`src/rtl/norm_arbiter_seq_if.sv`:
```
// NormArbiterSeqIf: request/ack lanes for the real and imaginary requesters plus
// the valid/ready result channel of the shared normalization engine.
interface NormArbiterSeqIf #(
   parameter int SIZE  = 10,
   parameter int EXP_W = 5
);
   logic             iReqRe;
   logic [SIZE-1:0]  iMantRe;
   logic [EXP_W-1:0] iExpRe;
   logic             oAckRe;
   logic             iReqIm;
   logic [SIZE-1:0]  iMantIm;
   logic [EXP_W-1:0] iExpIm;
   logic             oAckIm;
   logic             oValid;
   logic             iReady;
   logic [SIZE-1:0]  oMant;
   logic [EXP_W-1:0] oExp;
   logic             oId;
   logic [4:0]       oShifts;

   // Requesters and the downstream consumer sit on the master side
   modport master (
      output iReqRe, iMantRe, iExpRe, iReqIm, iMantIm, iExpIm, iReady,
      input  oAckRe, oAckIm, oValid, oMant, oExp, oId, oShifts
   );

   // The normalization engine sits on the slave side
   modport slave (
      input  iReqRe, iMantRe, iExpRe, iReqIm, iMantIm, iExpIm, iReady,
      output oAckRe, oAckIm, oValid, oMant, oExp, oId, oShifts
   );
endinterface

```
`src/rtl/norm_arbiter_seq.sv`:
```
// norm_arbiter_seq: one time-shared normalizer for both FFT butterfly lanes.
// A round-robin arbiter picks a lane, the operand is left-shifted one bit per
// clock until normalized, zero, or the exponent hits its floor, and the result
// is offered downstream under valid/ready.
module norm_arbiter_seq #(
   parameter int SIZE  = 10,
   parameter int EXP_W = 5
) (
   input logic         Clock,
   input logic         Reset,
   NormArbiterSeqIf.slave bus
);

   typedef enum logic [1:0] {
      IDLE = 2'd0,
      NORM = 2'd1,
      DONE = 2'd2
   } stateT;

   stateT            state;
   stateT            stateNext;
   logic [SIZE-1:0]  workMant;
   logic [EXP_W-1:0] workExp;
   logic [4:0]       workShifts;
   logic             lastIm;
   logic             grantRe;
   logic             grantIm;
   logic             terminate;

   // Normalization stops on a zero mantissa, a sign/MSB mismatch, or a zero exponent
   always_comb begin
      terminate = (workMant == '0)
               || (workMant[SIZE-1] != workMant[SIZE-2])
               || (workExp == '0);
   end

   // State register; reset discards whatever operand was in flight
   always_ff @(posedge Clock) begin
      if (Reset) begin
         state <= IDLE;
      end else begin
         state <= stateNext;
      end
   end

   // Next state and grant decode; when both lanes ask, the one not served last wins
   always_comb begin
      stateNext = state;
      grantRe   = 1'b0;
      grantIm   = 1'b0;
      case (state)
         IDLE: begin
            if (bus.iReqRe && (!bus.iReqIm || lastIm)) begin
               grantRe = 1'b1;
            end else if (bus.iReqIm) begin
               grantIm = 1'b1;
            end
            if (grantRe || grantIm) begin
               stateNext = NORM;
            end
         end
         NORM: begin
            if (terminate) begin
               stateNext = DONE;
            end
         end
         DONE: begin
            if (bus.iReady) begin
               stateNext = IDLE;
            end
         end
         default: begin
            stateNext = IDLE;
         end
      endcase
   end

   assign bus.oAckRe = grantRe;
   assign bus.oAckIm = grantIm;

   // Datapath: capture on grant, shift while not terminated, publish and hold result
   always_ff @(posedge Clock) begin
      if (Reset) begin
         workMant    <= '0;
         workExp     <= '0;
         workShifts  <= '0;
         lastIm      <= 1'b1;
         bus.oValid  <= 1'b0;
         bus.oMant   <= '0;
         bus.oExp    <= '0;
         bus.oId     <= 1'b0;
         bus.oShifts <= '0;
      end else begin
         case (state)
            IDLE: begin
               if (grantRe) begin
                  workMant   <= bus.iMantRe;
                  workExp    <= bus.iExpRe;
                  workShifts <= '0;
                  bus.oId    <= 1'b0;
               end else if (grantIm) begin
                  workMant   <= bus.iMantIm;
                  workExp    <= bus.iExpIm;
                  workShifts <= '0;
                  bus.oId    <= 1'b1;
               end
            end
            NORM: begin
               if (terminate) begin
                  bus.oValid  <= 1'b1;
                  bus.oMant   <= workMant;
                  bus.oExp    <= (workMant == '0) ? '0 : workExp;
                  bus.oShifts <= workShifts;
               end else begin
                  workMant   <= {workMant[SIZE-2:0], 1'b0};
                  workExp    <= workExp - EXP_W'(1);
                  workShifts <= workShifts + 5'd1;
               end
            end
            DONE: begin
               if (bus.iReady) begin
                  bus.oValid <= 1'b0;
                  lastIm     <= bus.oId;
               end
            end
            default: begin
               bus.oValid <= 1'b0;
            end
         endcase
      end
   end

endmodule

```
`src/flat_wrapper.sv`:
```
// flat-port wrapper written by rule: the top's interface ports become plain ports
module norm_arbiter_seq_flat 
#(
   parameter int SIZE  = 10,
   parameter int EXP_W = 5
)
  (Clock, Reset, bus_iReqRe, bus_iMantRe, bus_iExpRe, bus_iReqIm, bus_iMantIm, bus_iExpIm, bus_iReady, bus_oAckRe, bus_oAckIm, bus_oValid, bus_oMant, bus_oExp, bus_oId, bus_oShifts);
  NormArbiterSeqIf #(.SIZE(SIZE), .EXP_W(EXP_W)) bus_i ();
  input logic Clock;
  input logic Reset;
  input wire logic [$bits(bus_i.iReqRe)-1:0] bus_iReqRe;
  input wire logic [$bits(bus_i.iMantRe)-1:0] bus_iMantRe;
  input wire logic [$bits(bus_i.iExpRe)-1:0] bus_iExpRe;
  input wire logic [$bits(bus_i.iReqIm)-1:0] bus_iReqIm;
  input wire logic [$bits(bus_i.iMantIm)-1:0] bus_iMantIm;
  input wire logic [$bits(bus_i.iExpIm)-1:0] bus_iExpIm;
  input wire logic [$bits(bus_i.iReady)-1:0] bus_iReady;
  output wire logic [$bits(bus_i.oAckRe)-1:0] bus_oAckRe;
  output wire logic [$bits(bus_i.oAckIm)-1:0] bus_oAckIm;
  output wire logic [$bits(bus_i.oValid)-1:0] bus_oValid;
  output wire logic [$bits(bus_i.oMant)-1:0] bus_oMant;
  output wire logic [$bits(bus_i.oExp)-1:0] bus_oExp;
  output wire logic [$bits(bus_i.oId)-1:0] bus_oId;
  output wire logic [$bits(bus_i.oShifts)-1:0] bus_oShifts;
  assign bus_i.iReqRe = bus_iReqRe;
  assign bus_i.iMantRe = bus_iMantRe;
  assign bus_i.iExpRe = bus_iExpRe;
  assign bus_i.iReqIm = bus_iReqIm;
  assign bus_i.iMantIm = bus_iMantIm;
  assign bus_i.iExpIm = bus_iExpIm;
  assign bus_i.iReady = bus_iReady;
  assign bus_oAckRe = bus_i.oAckRe;
  assign bus_oAckIm = bus_i.oAckIm;
  assign bus_oValid = bus_i.oValid;
  assign bus_oMant = bus_i.oMant;
  assign bus_oExp = bus_i.oExp;
  assign bus_oId = bus_i.oId;
  assign bus_oShifts = bus_i.oShifts;
  norm_arbiter_seq #(.SIZE(SIZE), .EXP_W(EXP_W)) u_core (.Clock(Clock), .Reset(Reset), .bus(bus_i));
endmodule
```
`config.mk`:
```
export PLATFORM = sky130hd
export DESIGN_NAME = norm_arbiter_seq_flat
export DESIGN_NICKNAME = d
export VERILOG_FILES = /design/src/rtl/norm_arbiter_seq_if.sv /design/src/rtl/norm_arbiter_seq.sv /design/src/flat_wrapper.sv
export SDC_FILE = /design/constraint.sdc
export NUM_CORES = 1
export LEC_CHECK = 0
export ABC_AREA = 0
export CAP_MARGIN = 0
export CORE_UTILIZATION = 30
export DETAILED_ROUTE_END_ITERATION = 12
export PLACE_DENSITY = 0.66
export RECOVER_POWER = 25
export SLEW_MARGIN = 20
export SYNTH_ARGS = -nofsm -noshare
export SYNTH_HDL_FRONTEND = slang
export SYNTH_SLANG_ARGS = --single-unit
```
`constraint.sdc`:
```
create_clock -name Clock -period 5.75 [get_ports Clock]
set_input_delay 0.8625 -clock Clock [delete_from_list [all_inputs] [get_ports Clock]]
set_output_delay 0.8625 -clock Clock [all_outputs]
set_load 0.02 [all_outputs]
```
After elaboration in Yosys (flattened, before gate mapping)
Index checks and enable logic that the tools add are counted.
{"block": "totals", "input_bits": 35, "out_inout_bits": 24, "elab_cells": 67, "ff_bits": 45}
{"block": "op_classes", "eq_ne": 8, "n_reduce_logical": 17, "add_sub_neg": 2, "bitwise": 1, "n_mux": 29}
{"operator": "two-way mux 5 bit", "n": 7}
{"operator": "two-way mux 10 bit", "n": 3}
{"operator": "one-hot mux 10 bit (2 select lines)", "n": 1}
{"operator": "one-hot mux 5 bit (2 select lines)", "n": 2}
{"operator": "two-way mux 1 bit", "n": 11}
{"operator": "logical NOT 10 bit", "n": 1}
{"operator": "AND reduction 3 bit", "n": 3}
{"operator": "two-way mux 2 bit", "n": 3}
{"operator": "one-hot mux 2 bit (3 select lines)", "n": 1}
{"operator": "AND reduction 2 bit", "n": 3}
{"operator": "adder 5 x 1 -> 5 bit (second input constant)", "n": 1}
{"operator": "logical NOT 5 bit", "n": 1}
{"operator": "subtractor 5 x 1 -> 5 bit (second input constant)", "n": 1}
{"operator": "logical OR 1 bit", "n": 4}
{"operator": "inequality test 2 x 1 -> 1 bit (second input constant)", "n": 2}
{"operator": "inequality test 2 bit (second input constant)", "n": 2}
{"operator": "nonzero test 2 bit", "n": 2}
{"operator": "inequality test 3 bit (second input constant)", "n": 1}
{"operator": "one-hot mux 1 bit (3 select lines)", "n": 1}
{"operator": "equality test 2 x 1 -> 1 bit (second input constant)", "n": 1}
{"operator": "equality test 2 bit (second input constant)", "n": 1}
{"operator": "logical NOT 2 bit", "n": 1}
{"operator": "logical AND 1 bit", "n": 1}
{"operator": "logical NOT 1 bit", "n": 1}
{"operator": "other kinds (2)", "n": 2}

Longest topological paths before layout
Gate-level depths: netlist of run 1.
{"block": "depth", "ltp_word": 9, "mapped_depth": 9, "depth_no_buf": 7}

Least setup slack after synthesis of run 1
No wires, ideal clock.
{"block": "synth_path", "path_kind": "input -> output", "from": "input port bus_iReqIm", "to": "output port bus_oAckRe", "n_path_buf": 1, "arrival_time_ns": 1.402, "cell_stages": 4, "path_slack_ns": 3.485, "t_required_ns": 4.888, "path_cell_list": "nand2b_1 > nand3_2 > inv_2 > buf_2"}
{"block": "synth_via", "elab_chain_len": 6}
{"item": "start: declaration", "line": "flat_wrapper.sv:14", "text": "input wire logic [$bits(bus_i.iReqIm)-1:0] bus_iReqIm;"}
{"item": "logical NOT 1 bit", "line": "norm_arbiter_seq.sv:53", "text": "if (bus.iReqRe && (!bus.iReqIm || lastIm)) begin"}
{"item": "logical OR 1 bit", "line": "norm_arbiter_seq.sv:53"}
{"item": "logical AND 1 bit", "line": "norm_arbiter_seq.sv:53"}
{"item": "two-way mux 1 bit", "line": "norm_arbiter_seq.sv:53"}
{"item": "two-way mux 1 bit (2 in a row)", "line": "norm_arbiter_seq.sv:51", "text": "case (state)"}
{"item": "end: declaration", "line": "flat_wrapper.sv:18", "text": "output wire logic [$bits(bus_i.oAckRe)-1:0] bus_oAckRe;"}
Every way passes these cells. The select of a mux whose other input is x is not followed.

Worst setup path in the final report of run 1
Same ends and word-level chain as after synthesis.

==> impl_metrics.py, run 1 <==
metrics = {
    "run_status": {
        "status": "finished with violations",
        "violations": "max-capacitance violations, max-slew violations",
    },
    "floorplan": {
        "start_util": 0.313,
        "die-area_um2": 7510,
        "dieHeight_um": 86.7,
        "core_region_area_um2": 6870,
        "die_w_um": 86.7,
        "io_pins": 59,
        "rows": 30,
    },
    "sta": {
        "worst_pin_slew_ps": 1880,
        "fin_setup_tns_ps": 0,
        "rsz0062_at_grt": "no",
        "setup_viol": 0,
        "hold_viol": 0,
        "fin_crit_ps": 3710,
        "finalCritPeriodShare": 0.644,
        "clock_skew_ps": 14.1,
        "slew-limit-headroom": -0.251,
        "timing.fmax_ghz": 0.270,
        "drv_slew": 45,
    },
    "layout": {
        "final_cells": 414,
        "final_cell_area_um2": 2880,
        "final_core_util": 0.419,
        "diodes": 0,
        "drive_gt1_frac": 0.0723,
        "final_nets": 355,
        "n_fill_cell": 701,
        "area_growth_syn_to_layout_pct": 33.9,
    },
    "route": {
        "wl_per_cell_um": 13.1,
        "drc": 0,
        "drt-initial-drc-count": 80,
        "wirelength_mm": 5.43,
        "ant_nets": 0,
        "num_vias": 2007,
        "via_per_inst": 4.85,
        "first_pass_iters": 4,
    },
    "logic_synthesis": {
        "synth.distinct_cells": 39,
        "yosysTopAreaCellShare": 0.419,
        "ys_ff_latch": 45,
        "synth_edf_count": 0,
        "async_flop_share": 0,
        "yosysTopAreaCell": "dfxtp_1",
        "synth_area_um2": 2150,
        "synth_fp_nets": 306,
        "synth_ff_type": "dfxtp_1",
        "synth_warnings": 0,
        "syn_avg_cell_area_um2": 8.03,
        "synth.yosys.seq_area_share": 0.419,
        "synthCells": 268,
        "ys_top_cells_by_area": "dfxtp_1, nand2_1, a21oi_1, a311o_1, nor2_1",
    },
    "clock_tree": {
        "clk_latency_ps": 300,
        "clock-sinks": 45,
        "post_cts_buffers": 0,
        "cts_buffer_depth": 2,
        "cts_made_buffers": 5,
        "cts_hold_buf": 0,
        "clk_pin_slew_ps": 80,
        "cts_tree": "done",
        "cts_resized": 0,
        "cts_htree_levels": 2,
        "cts_root_buffer": "clkbuf_8",
    },
    "place": {
        "placed_cells_incl_taps": 406,
        "hpwl_mm": 3.76,
        "gp_congestion": 0.790,
        "io_buffer_count": 58,
        "detailed_place.area_um2": 2770,
    },
    "flow_run": {
        "cap_violations": 1,
    },
    "setup_path": {
        "max_stage_delay_ps": 670,
        "cp_common_cell": "clkdlybuf4s50_1",
        "arrival_ps": 2840,
        "worstPathCellList": "clkdlybuf4s50_1, nand2b_1, nand3_2, inv_2, clkdlybuf4s50_1",
        "critPathKind": "in2out",
        "crit_slowest_cell": "clkdlybuf4s50_1",
        "required_ps": 4890,
        "cp-end-kind": "output pin",
        "startpoint_type": "input pin",
        "path_max_fanout": 16,
    },
    "power_and_ir_drop": {
        "p_leak_uw": 0.00107,
        "ir_drop_uv": 257,
        "power.density_nw_per_um2": 506,
        "finalPower_uw": 1460,
    },
    "min_path": {
        "hold_path_class": "reg2reg",
    },
    "grt": {
        "grt_pass1_vias": 1896,
        "antenna_found_initial": 0,
        "grtUsageTotal": 0.151,
        "grt_max_degree": 45,
        "grt-ovfl-total": 0,
        "grt_pass1_wl_mm": 8.94,
    },
}
==> cell usage in the layout, fill, tap and decap left out, types with 2 or more instances in the layout <==
| master | instances |
|---|---|
| nand2_1 | 73 |
| dfxtp_1 | 45 |
| clkdlybuf4s50_1 | 42 |
| a21oi_1 | 37 |
| dlygate4sd3_1 | 16 |
| nor2_1 | 14 |
| a311o_1 | 12 |
| o21ai_1 | 7 |
| inv_1 | 6 |
| nand3_1 | 6 |
| clkbuf_8 | 6 |
| nand2b_1 | 5 |
| nor3_1 | 4 |
| a22o_1 | 4 |
| nor2b_1 | 3 |
| a31oi_1 | 3 |
| ha_1 | 3 |
| nor2_2 | 2 |
| and2_1 | 2 |
| or3_1 | 2 |
| mux2_2 | 2 |
| or2_2 | 2 |
| nand3b_1 | 2 |
| clkbuf_1 | 2 |
==> layer usage <==
| layer | vias up | GRT usage | wire length (um) | share of wire |
|---|---|---|---|---|
| li1 | 1024 | - | - | - |
| met1 | 923 | 0.198 | 2670 | 0.49 |
| met2 | 51 | 0.245 | 2470 | 0.45 |
| met3 | 9 | 0.0333 | 235 | 0.043 |
| met4 | 0 | 0.0485 | 61 | 0.011 |
| met5 | - | 0 | 0 | 0 |
==> Yosys cell counts (2+ instances only) <==
master	n
or3_1	2
inv_1	6
nand2_1	73
ha_1	3
nor2_2	2
nand3_1	6
buf_6	3
buf_2	8
dfxtp_1	45
nor2b_1	3
mux2_2	2
and2_1	2
nor2_1	14
a311o_1	12
nor3_1	4
o21ai_1	7
clkbuf_1	7
a31oi_1	3
or2_2	2
a22o_1	4
nand2b_1	5
nand3b_1	2
a21oi_1	37
==> state kept, by name, indices dropped and copies added, names as in the netlist <==
signal / count
u_core.bus.oMant: 10
u_core.workMant: 10
u_core.bus.oExp: 5
u_core.bus.oShifts: 5
u_core.workExp: 5
u_core.workShifts: 5
u_core.state: 2
u_core.bus.oId: 1
u_core.bus.oValid: 1
u_core.lastIm: 1
==> final cells by class <==
class,instances,area (um^2),share of cell area
clock buffer,7,86.3,0.0300
clock inverter,1,30.0,0.0104
inverter,7,26.3,0.00913
multi-input combinational,198,1120,0.390
sequential,45,901,0.313
tap,96,120,0.0417
timing repair buffer,60,592,0.206
==> kinds of logic (layout without fill, tap and decap cells) <==
kind of cell,Yosys count,count (layout),synth area share
flip-flops,45,45,0.419
adder cells (fa/ha/maj),3,3,0.0175
multiplexers,3,3,0.0151
AND/OR/NAND/NOR,121,121,0.268
buffers and inverters,25,75,0.0588
AO/OA/AOI/OAI,71,71,0.222
==> metrics by stage <==
step	setup slack, ps	hold slack (ps)
final	2050	454
after global routing	1900	480
after CTS	2040	460
after detailed placement	2050	450
after global placement	2130	443
after floorplan	3490	445
==> final timing paths <==
| kind | start | to | slack, ps | cells after the start |
|---|---|---|---|---|
| worst max-delay path | bus_iReqIm | bus_oAckRe | 2050 | 5 |
| worst min-delay path | u_core.bus.oMant[6] | u_core.bus.oMant[6] | 450 | 2 |
| worst max register to register | u_core.workExp[0] | u_core.workExp[0] | 3360 | 7 |
| worst min register to register | u_core.bus.oMant[6] | u_core.bus.oMant[6] | 450 | 2 |
==> power breakdown <==
part,switching [uW],internal [uW],total [uW]
logic,438,288,726
clock network,105,142,247
registers,87.0,396,483
total,630,826,1460
==> critical path: cells and delay by family <==
kind / cells / cell delay, ps
AND/OR/NAND/NOR: 2 / 440
buffers and inverters: 3 / 1520
Note: power is estimated with default switching activity, not from simulation.
==> inputs of run 2 (changes only) <==
==> constraint.sdc (replaced) <==
create_clock -name Clock -period 3.7 [get_ports Clock]
set_input_delay 0.555 -clock Clock [delete_from_list [all_inputs] [get_ports Clock]]
set_output_delay 0.555 -clock Clock [all_outputs]
set_load 0.02 [all_outputs]
==> impl_metrics.py, run 2 (same netlist as run 1, synthesis figures left out) <==
metrics = {
    "clock_tree": {
        "clk_latency_ps": 300,
        "cts_tree": "done",
        "cts_made_buffers": 5,
        "cts_hold_buf": 0,
        "post_cts_buffers": 0,
        "cts_root_buffer": "clkbuf_8",
        "cts_buffer_depth": 2,
        "cts_htree_levels": 2,
        "clock-sinks": 45,
        "clk_pin_slew_ps": 80,
        "cts_resized": 0,
    },
    "sta": {
        "hold_viol": 0,
        "finalCritPeriodShare": 0.751,
        "fin_crit_ps": 2780,
        "slew-limit-headroom": 0.103,
        "worst_pin_slew_ps": 1350,
        "timing.fmax_ghz": 0.360,
        "fin_setup_tns_ps": 0,
        "setup_viol": 0,
        "setup_ws_ps": 920,
        "drv_slew": 0,
        "clock_skew_ps": 6.26,
        "rsz0062_at_grt": "no",
    },
    "min_path": {
        "whs_path_depth": 2,
        "hold_path_class": "reg2reg",
    },
    "power_and_ir_drop": {
        "power.density_nw_per_um2": 784,
        "finalPower_uw": 2260,
        "ir_drop_uv": 320,
        "p_leak_uw": 0.00107,
    },
    "layout": {
        "largestRegisters": "u_core.bus.oMant (10), u_core.workMant (10)",
        "final_cell_mix": "nand2_1, dfxtp_1, clkdlybuf4s50_1",
        "layout_commonest_cell": "nand2_1",
        "area_growth_syn_to_layout_pct": 34.2,
        "final_nets": 356,
        "drive_gt1_frac": 0.0752,
        "diodes": 0,
        "multi_input_area_um2": 1120,
        "n_fill_cell": 706,
        "ff_latch_area_um2": 901,
        "final_core_util": 0.420,
    },
    "setup_path": {
        "path_max_fanout": 16,
        "max_stage_delay_ps": 610,
        "crit_slowest_cell": "clkdlybuf4s50_1",
        "arrival_ps": 2230,
        "critPathKind": "in2out",
        "worstPathCellList": "clkdlybuf4s50_1, nand2b_1, nand3_2, inv_2, clkdlybuf4s50_1",
        "cp-end-kind": "output pin",
        "cp_common_cell": "clkdlybuf4s50_1",
        "ff2ff_path_depth": 7,
        "required_ps": 3140,
        "startpoint_type": "input pin",
    },
    "place": {
        "hpwl_mm": 3.62,
        "io_buffer_count": 58,
        "place_ws_ps": 907,
        "gp_congestion": 0.781,
    },
    "grt": {
        "antenna_found_initial": 0,
        "grt-ovfl-total": 0,
        "grt_pass1_wl_mm": 8.71,
        "grtUsageTotal": 0.147,
        "grt_max_degree": 37,
        "grt_pass1_vias": 1887,
    },
    "route": {
        "wirelength_mm": 5.19,
        "drt-initial-drc-count": 96,
        "first_pass_iters": 4,
        "via_per_inst": 4.80,
        "drc": 0,
        "num_vias": 1993,
        "ant_nets": 0,
        "wl_per_cell_um": 12.5,
    },
    "flow_run": {
        "cap_violations": 0,
    },
    "floorplan": {
        "io_pins": 59,
        "die-area_um2": 7510,
        "start_util": 0.313,
        "core_region_area_um2": 6870,
        "dieHeight_um": 86.7,
        "die_w_um": 86.7,
        "rows": 30,
    },
    "run_status": {
        "status": "completed",
    },
}
[run 2: final cells by class]
cell class,instances,share of cell area
timing repair buffer,61,0.208
inverter,7,0.00910
sequential,45,0.312
clock inverter,1,0.0104
multi-input combinational,198,0.389
clock buffer,7,0.0299
tap,96,0.0416
[run 2: stage by stage]
stage | instances | hold slack (ps) | cell area, um^2
after floorplan | 268 | 445 | 2150
after global placement | 407 | 441 | 2770
after detailed placement | 407 | 449 | 2770
after CTS | 415 | 461 | 2890
after global routing | 415 | 476 | 2890
final | 415 | 453 | 2890
[run 2: power by group]
part | internal [uW] | switching [uW]
combinational | 453 | 676
clock | 220 | 163
sequential | 615 | 135
[run 2: path summary, 6_finish.rpt]
check / from / endpoint / slack [ps]
hold / removal: u_core.bus.oShifts[4] / u_core.bus.oShifts[4] / 450
setup / recovery: bus_iReqIm / bus_oAckRe / 920
setup reg to reg: u_core.workExp[0] / u_core.workShifts[1] / 1300
hold reg to reg: u_core.bus.oShifts[4] / u_core.bus.oShifts[4] / 450
[run 2: critical path: cells and delay by family]
kind | cells | cell delay (ps)
buf+inv | 3 | 1220
simple gates | 2 | 440
[run 2: metal layers]
metal	vias to the layer above	wire length (um)	part of all wire	track usage
li1	1020	-	-	-
met1	908	2500	0.48	0.193
met2	59	2400	0.46	0.237
met3	6	244	0.047	0.0362
met4	0	44	0.0085	0.0455
met5	-	0	0	0
